`src/rtl/wbs_pkg.sv`:
```
// wbs_pkg
// Shared definitions for the word-to-byte sequencer: datapath widths, the
// FSM state type, the lane-index type and small lane-mask helpers.
// No ports (package).
package wbs_pkg;

  localparam int WBS_WORD_W = 32;
  localparam int WBS_BYTE_W = 8;
  localparam int WBS_LANES  = 4;

  // IDLE holds nothing; SEND holds a word with at least one lane left to emit.
  typedef enum logic {
    IDLE = 1'b0,
    SEND = 1'b1
  } wbs_state_t;

  typedef logic [1:0] wbs_idx_t;

  // Widens a 4-bit lane enable into a 32-bit mask, one byte of ones per
  // enabled lane, so a word can be ANDed down to its enabled bytes.
  function automatic logic [WBS_WORD_W-1:0] wbs_expand_be(input logic [WBS_LANES-1:0] be);
    logic [WBS_WORD_W-1:0] mask;
    mask = '0;
    for (int k = 0; k < WBS_LANES; k++) begin
      mask[WBS_BYTE_W*k +: WBS_BYTE_W] = {WBS_BYTE_W{be[k]}};
    end
    return mask;
  endfunction

  // True when exactly one lane bit is set, i.e. the current byte is the
  // final one of the word.
  function automatic logic wbs_onehot(input logic [WBS_LANES-1:0] m);
    return (m != '0) && ((m & (m - 4'd1)) == '0);
  endfunction

endpackage

```
`src/rtl/wbs_next_lane.sv`:
```
// wbs_next_lane
// Combinational priority picker that returns the first set lane of a mask
// in the configured lane order. Serves both for the first lane of a newly
// loaded word and for the next lane after each byte leaves.
// Parameters:
//   LSB_FIRST : 1 picks the lowest set bit, 0 picks the highest.
// Ports:
//   i_mask  [3:0] : candidate lanes
//   o_found       : at least one lane is set
//   o_idx   [1:0] : chosen lane (0 when nothing is set)
module wbs_next_lane
  import wbs_pkg::*;
#(
  parameter bit LSB_FIRST = 1'b1
) (
  input  logic [WBS_LANES-1:0] i_mask,
  output logic                 o_found,
  output wbs_idx_t             o_idx
);

  // Later loop iterations overwrite earlier ones, so the scan direction is
  // chosen such that the winning lane is visited last.
  always_comb begin
    o_found = |i_mask;
    o_idx   = '0;
    if (LSB_FIRST) begin
      for (int k = WBS_LANES - 1; k >= 0; k--) begin
        if (i_mask[k]) o_idx = wbs_idx_t'(k);
      end
    end else begin
      for (int k = 0; k < WBS_LANES; k++) begin
        if (i_mask[k]) o_idx = wbs_idx_t'(k);
      end
    end
  end

endmodule

```
`src/rtl/word_byte_sequencer.sv`:
```
// word_byte_sequencer
// Serializes 32-bit words into a byte stream, stepping across the enabled
// byte lanes in a build-time lane order. Valid/ready on both sides; a new
// word loads on the same edge that the previous word's last byte leaves.
// Build option:
//   WBS_PARITY_EN : when defined, out_parity carries the even parity of the
//                   word's enabled bytes alongside its last byte; otherwise
//                   out_parity is tied to 0.
// Parameters:
//   LSB_FIRST : 1 emits lane 0 first, 0 emits lane 3 first.
// Ports:
//   clk, rst        : rising-edge clock, synchronous active-high reset
//   in_valid/ready  : word handshake
//   in_data  [31:0] : word to serialize
//   in_be    [3:0]  : lane enables (bit k enables in_data[8k +: 8])
//   out_valid/ready : byte handshake
//   out_byte [7:0]  : current lane byte
//   out_last        : final enabled byte of the word
//   out_parity      : XOR of all enabled bytes, qualified by out_last
module word_byte_sequencer
  import wbs_pkg::*;
#(
  parameter bit LSB_FIRST = 1'b1
) (
  input  logic                  clk,
  input  logic                  rst,
  input  logic                  in_valid,
  output logic                  in_ready,
  input  logic [WBS_WORD_W-1:0] in_data,
  input  logic [WBS_LANES-1:0]  in_be,
  output logic                  out_valid,
  input  logic                  out_ready,
  output logic [WBS_BYTE_W-1:0] out_byte,
  output logic                  out_last,
  output logic                  out_parity
);

  wbs_state_t            r_state;
  logic [WBS_WORD_W-1:0] r_word;
  logic [WBS_LANES-1:0]  r_rem;
  wbs_idx_t              r_idx;

  wbs_state_t            w_stateNext;
  logic [WBS_WORD_W-1:0] w_wordNext;
  logic [WBS_LANES-1:0]  w_remNext;
  wbs_idx_t              w_idxNext;

  logic                  w_xfer;
  logic                  w_accept;
  logic                  w_loadFound;
  wbs_idx_t              w_loadIdx;
  logic [WBS_LANES-1:0]  w_remCleared;
  logic                  w_nextFound;
  wbs_idx_t              w_nextIdx;

  // First lane of the incoming word.
  wbs_next_lane #(.LSB_FIRST(LSB_FIRST)) u_loadPick (
    .i_mask  (in_be),
    .o_found (w_loadFound),
    .o_idx   (w_loadIdx)
  );

  // Next lane once the current one has been handed over; no lane found
  // means the word is finished.
  assign w_remCleared = r_rem & ~(4'b0001 << r_idx);

  wbs_next_lane #(.LSB_FIRST(LSB_FIRST)) u_nextPick (
    .i_mask  (w_remCleared),
    .o_found (w_nextFound),
    .o_idx   (w_nextIdx)
  );

  assign out_valid = (r_state == SEND);
  assign out_byte  = out_valid ? r_word[{r_idx, 3'b000} +: WBS_BYTE_W] : '0;
  assign out_last  = out_valid && wbs_onehot(r_rem);
  assign w_xfer    = out_valid && out_ready;

  // Ready while empty, or while the last byte is leaving so the next word
  // slots in without a bubble. Held low during reset so no word is taken.
  assign in_ready  = !rst && ((r_state == IDLE) || (w_xfer && out_last));
  assign w_accept  = in_valid && in_ready;

  // Next-state logic: a byte transfer advances the lane cursor; an accepted
  // word with any enabled lane overrides that and loads fresh. A word with
  // no enabled lanes is swallowed and leaves the state as the transfer set it.
  always_comb begin
    w_stateNext = r_state;
    w_wordNext  = r_word;
    w_remNext   = r_rem;
    w_idxNext   = r_idx;
    if (w_xfer) begin
      w_remNext = w_remCleared;
      w_idxNext = w_nextIdx;
      if (!w_nextFound) w_stateNext = IDLE;
    end
    if (w_accept && w_loadFound) begin
      w_stateNext = SEND;
      w_wordNext  = in_data;
      w_remNext   = in_be;
      w_idxNext   = w_loadIdx;
    end
  end

  // State register with synchronous reset; reset drops any held word.
  always_ff @(posedge clk) begin
    if (rst) begin
      r_state <= IDLE;
      r_word  <= '0;
      r_rem   <= '0;
      r_idx   <= '0;
    end else begin
      r_state <= w_stateNext;
      r_word  <= w_wordNext;
      r_rem   <= w_remNext;
      r_idx   <= w_idxNext;
    end
  end

`ifdef WBS_PARITY_EN
  logic r_par;

  // Parity is captured once at load from the enabled bytes only, so it is
  // ready by the time the last byte appears.
  always_ff @(posedge clk) begin
    if (rst) begin
      r_par <= 1'b0;
    end else if (w_accept && w_loadFound) begin
      r_par <= ^(in_data & wbs_expand_be(in_be));
    end
  end

  assign out_parity = out_last ? r_par : 1'b0;
`else
  assign out_parity = 1'b0;
`endif

endmodule

```
`config.mk`:
```
export PLATFORM = sky130hd
export DESIGN_NAME = word_byte_sequencer
export DESIGN_NICKNAME = d
export VERILOG_FILES = /design/src/rtl/wbs_pkg.sv /design/src/rtl/wbs_next_lane.sv /design/src/rtl/word_byte_sequencer.sv
export SDC_FILE = /design/constraint.sdc
export NUM_CORES = 1
export LEC_CHECK = 0
export CAP_MARGIN = 15
export CORE_ASPECT_RATIO = 0.5
export CORE_MARGIN = 3
export CORE_UTILIZATION = 28
export DETAILED_ROUTE_END_ITERATION = 16
export PLACE_DENSITY_LB_ADDON = 0.2
export SYNTH_ARGS = -nofsm -noshare
export SYNTH_HDL_FRONTEND = slang
export SYNTH_SLANG_ARGS = --single-unit
```
`constraint.sdc`:
```
create_clock -name clk -period 2.2 [get_ports clk]
set_clock_uncertainty 0.05 [all_clocks]
set_input_delay 0.66 -clock clk [delete_from_list [all_inputs] [get_ports clk]]
set_output_delay 0.66 -clock clk [all_outputs]
set_load 0.005 [all_outputs]
```
==> metrics <==
status=complete, but fails checks; failing checks=negative setup slack; drt first pass iters=4; die area=0.00860 sq mm; cell taking the most area after synthesis=dfxtp_1; All-Layer GR Usage=0.124; initial antenna violation count=0; Clock Tree Buf Depth=2; vias=1634; Layout Area Growth over Synthesis=54.5%; R2R Path Start=r_rem[2]$_SDFFE_PP0P_; ranking of synthesized cells by area=dfxtp_1 (37%), mux2_2 (16%), nor2b_1 (9.6%), mux4_2 (8.6%), mux2_4 (5.0%); worst slack at placement=-472 ps; PwrDens=670 mW/mm^2; critical path arrival=1580 ps; hold_buf cts=0; Avg WL per Cell=14.0 microns; Design Power=2160 uW; critical-path cell list=buf_12 > buf_8 > mux4_2 > and2_1 > buf_2; Yosys warnings=0; Hold Startpoint=out_valid$_SDFFE_PP0P_; share of cells above drive strength 1=0.457; final worst path period share=1.04; Hold Crit Class=register to register; synth unique cells=37; critical path's slowest cell=mux4_2; Ant. Diodes=0; 1st-iter DRT viols=64; I/O pin total=52; core box area=0.00696 sq mm; vias in the first global route=1665; first-pass GRT wire length=between 8 and 9 mm; CP delay by family, top=multiplexers; pin count of the biggest net entering global routing=40; Port-buffer cells=50; RSZ-0062 raised after global routing=true; Final Max Slew Viols=0; Placer Congestion=0.715; post-synthesis adder-cell area fraction=0; Layout Nets=309; placed cell area=around 0.0028 sq mm; hold path cells=2; critical-path maximum fanout=5; total CTS buffers=5; post-route cell area=0.00323 sq mm; minimum clock period=2290 ps; CP required=1490 ps; Synth Area in Compound Gates=0.0970; Hold EP=out_valid$_SDFFE_PP0P_; Die X=128 microns; Congestion Overflow GR=0; Placement Rows=21; ANT nets after route=0; multiplexer share of the synthesized area=0.293; # DRC=0; final setup violation count=7; # fillers=~650; Clk Latency, worst-skew pair=270 ps; Reg2Reg Depth=8; maximum vdd ir drop=0.315 mV; Worst Setup Path Type=register to output port; clock root cell=clkbuf_16; CTS tree=yes; XOR/XNOR Fraction of Synth Area=0.00419; r2r setup slk=80 ps; final worst slack=-94.2 ps; H-Tree Depth=2; die height=approximately 67 microns; Synth Flop Type=dfxtp_1; Max Fclk=about 0.44 GHz; Leak Pwr=between 0.001 and 0.0015 uW; hpwl dp=3.27 mm; Routed Wire Length=5.06 mm; Syn Inst Count=190; Critical path buffers and inverters=3; CP peak stage delay=470 ps; Async S/R FF share, synth=0; Critical Path End Type=output port; nature of the critical path startpoint=register; final hold vios=0; largest family of logic cells by synthesized area=multiplexers; number of max-cap violations=0; Reg-to-Reg End=r_word[29]$_SDFFE_PP0P_; Syn Area/Cell=11.0 sq um; sequential-to-total area share from yosys stat=0.374; Mapped Area=0.00209 sq mm; vias per inst=4.53; post-synth net total=230; Clock Sinks=39; initial core utilization=0.300; share of Yosys cell area claimed by the top area cell type=0.374; Yosys reg bits=39; Clk pin slew, worst setup/hold paths=around 60 ps; EDFF count, synth=0; post-synthesis simple-gate area fraction=0.175
[synthesized netlist by cell type (all sizes together), types with 2 or more instances]
cell    instances
a21oi           2
a211oi          3
o31ai           3
and2            8
nand2           5
clkbuf          7
inv             5
o21a            3
a221oi          2
nor2            8
mux4            8
nor4b           2
dfxtp          39
buf            10
nor2b          32
o21ai           2
a21o            2
mux2           36
[metal layers]
metal | routed length, microns | part of all wire | track usage
met1 | 2460 | 0.49 | 0.165
met4 | 29 | 0.0057 | 0.0238
met5 | 0 | 0 | 0
met3 | 148 | 0.029 | 0.0256
met2 | 2430 | 0.48 | 0.208
[through the flow]
step / utilization / setup TNS [ps] / instances / hold slack [ps]
6_report: 0.464 / -577 / 361 / 484
4_1_cts: 0.455 / -1040 / 357 / 490
3_5_place_dp: 0.404 / -15510 / 337 / 460
5_1_grt: 0.464 / -1030 / 361 / 528
2_1_floorplan: - / 0 / 190 / 454
3_3_place_gp: 0.404 / -13830 / 337 / 475
[worst max path at each step]
stage	start	to	slack, ps	cells after the start
2_1_floorplan	r_idx[0]$_SDFFE_PP0P_	out_byte[1]	50	4
3_3_place_gp	out_ready	in_ready	-430	4
3_5_place_dp	out_ready	in_ready	-470	4
4_1_cts	r_idx[0]$_SDFFE_PP0P_	out_byte[0]	-140	5
5_1_grt	r_idx[0]$_SDFFE_PP0P_	out_byte[0]	-160	5
6_report	r_idx[0]$_SDFFE_PP0P_	out_byte[0]	-90	5
[registers in the layout, summed over array words and instances, names as in the netlist]
register	count
out_valid	1
r_word	32
r_idx	2
r_rem	4
[tightest hold or removal path, cell delays in order, from the launching register on]
cell and delay (ps):
dfxtp_1 310, inv_1 100, o31ai_1 80
[where the power goes]
group	switching, uW	leakage (uW)	internal, uW	total, uW
Combinational	188	0.000963	357	545
Clock	274	0.0000759	528	802
Sequential	41.3	0.000325	776	818
[logic make-up after synthesis]
family,Yosys count
AO/OA/AOI/OAI,22
flip-flops,39
XOR/XNOR,1
multiplexers,44
other,1
AND/OR/NAND/NOR,61
buffers and inverters,22
[what timing repair did]
| action | 4_1_cts | 5_1_grt |
|---|---|---|
| gates cloned | 3 | 0 |
| endpoints found under the setup margin | 46 | 23 |
| gates resized for setup | 58 | 14 |
| setup buffers | 11 | 4 |
| pin swaps | 13 | 4 |
[cell usage in the layout, fill, tap and decap left out, types with 2 or more instances in the layout]
| master | synthesis | routed |
|---|---|---|
| nor2b_1 | 32 | 32 |
| a211oi_1 | 3 | 3 |
| buf_2 | 5 | 5 |
| dlygate4sd2_1 | 0 | 4 |
| and2_4 | 0 | 7 |
| buf_6 | 3 | 4 |
| mux2_2 | 29 | 29 |
| a21o_1 | 2 | 2 |
| buf_12 | 0 | 4 |
| buf_4 | 1 | 29 |
| o21ai_0 | 2 | 2 |
| a21oi_1 | 2 | 2 |
| buf_16 | 0 | 2 |
| nand2_1 | 5 | 5 |
| nor2_1 | 8 | 8 |
| inv_1 | 5 | 4 |
| mux2_4 | 7 | 7 |
| dfxtp_4 | 0 | 4 |
| dfxtp_1 | 39 | 34 |
| o31ai_1 | 3 | 3 |
| clkdlybuf4s50_1 | 0 | 36 |
| mux4_2 | 8 | 8 |
| o21a_4 | 1 | 2 |
| a221oi_2 | 2 | 2 |
| nor4b_4 | 0 | 2 |
| clkbuf_16 | 0 | 5 |
| clkbuf_2 | 0 | 3 |
[cell type report]
class / instances / area, sq um / area share
timing repair buffer: 89 / 881 / 0.273
clock inverter: 2 / 37.5 / 0.0116
multi-input combinational: 129 / 1250 / 0.388
clock buffer: 5 / 125 / 0.0388
inverter: 5 / 18.8 / 0.00581
sequential: 39 / 797 / 0.247
tap: 92 / 115 / 0.0357
Note: power is estimated with default switching activity, not from simulation.
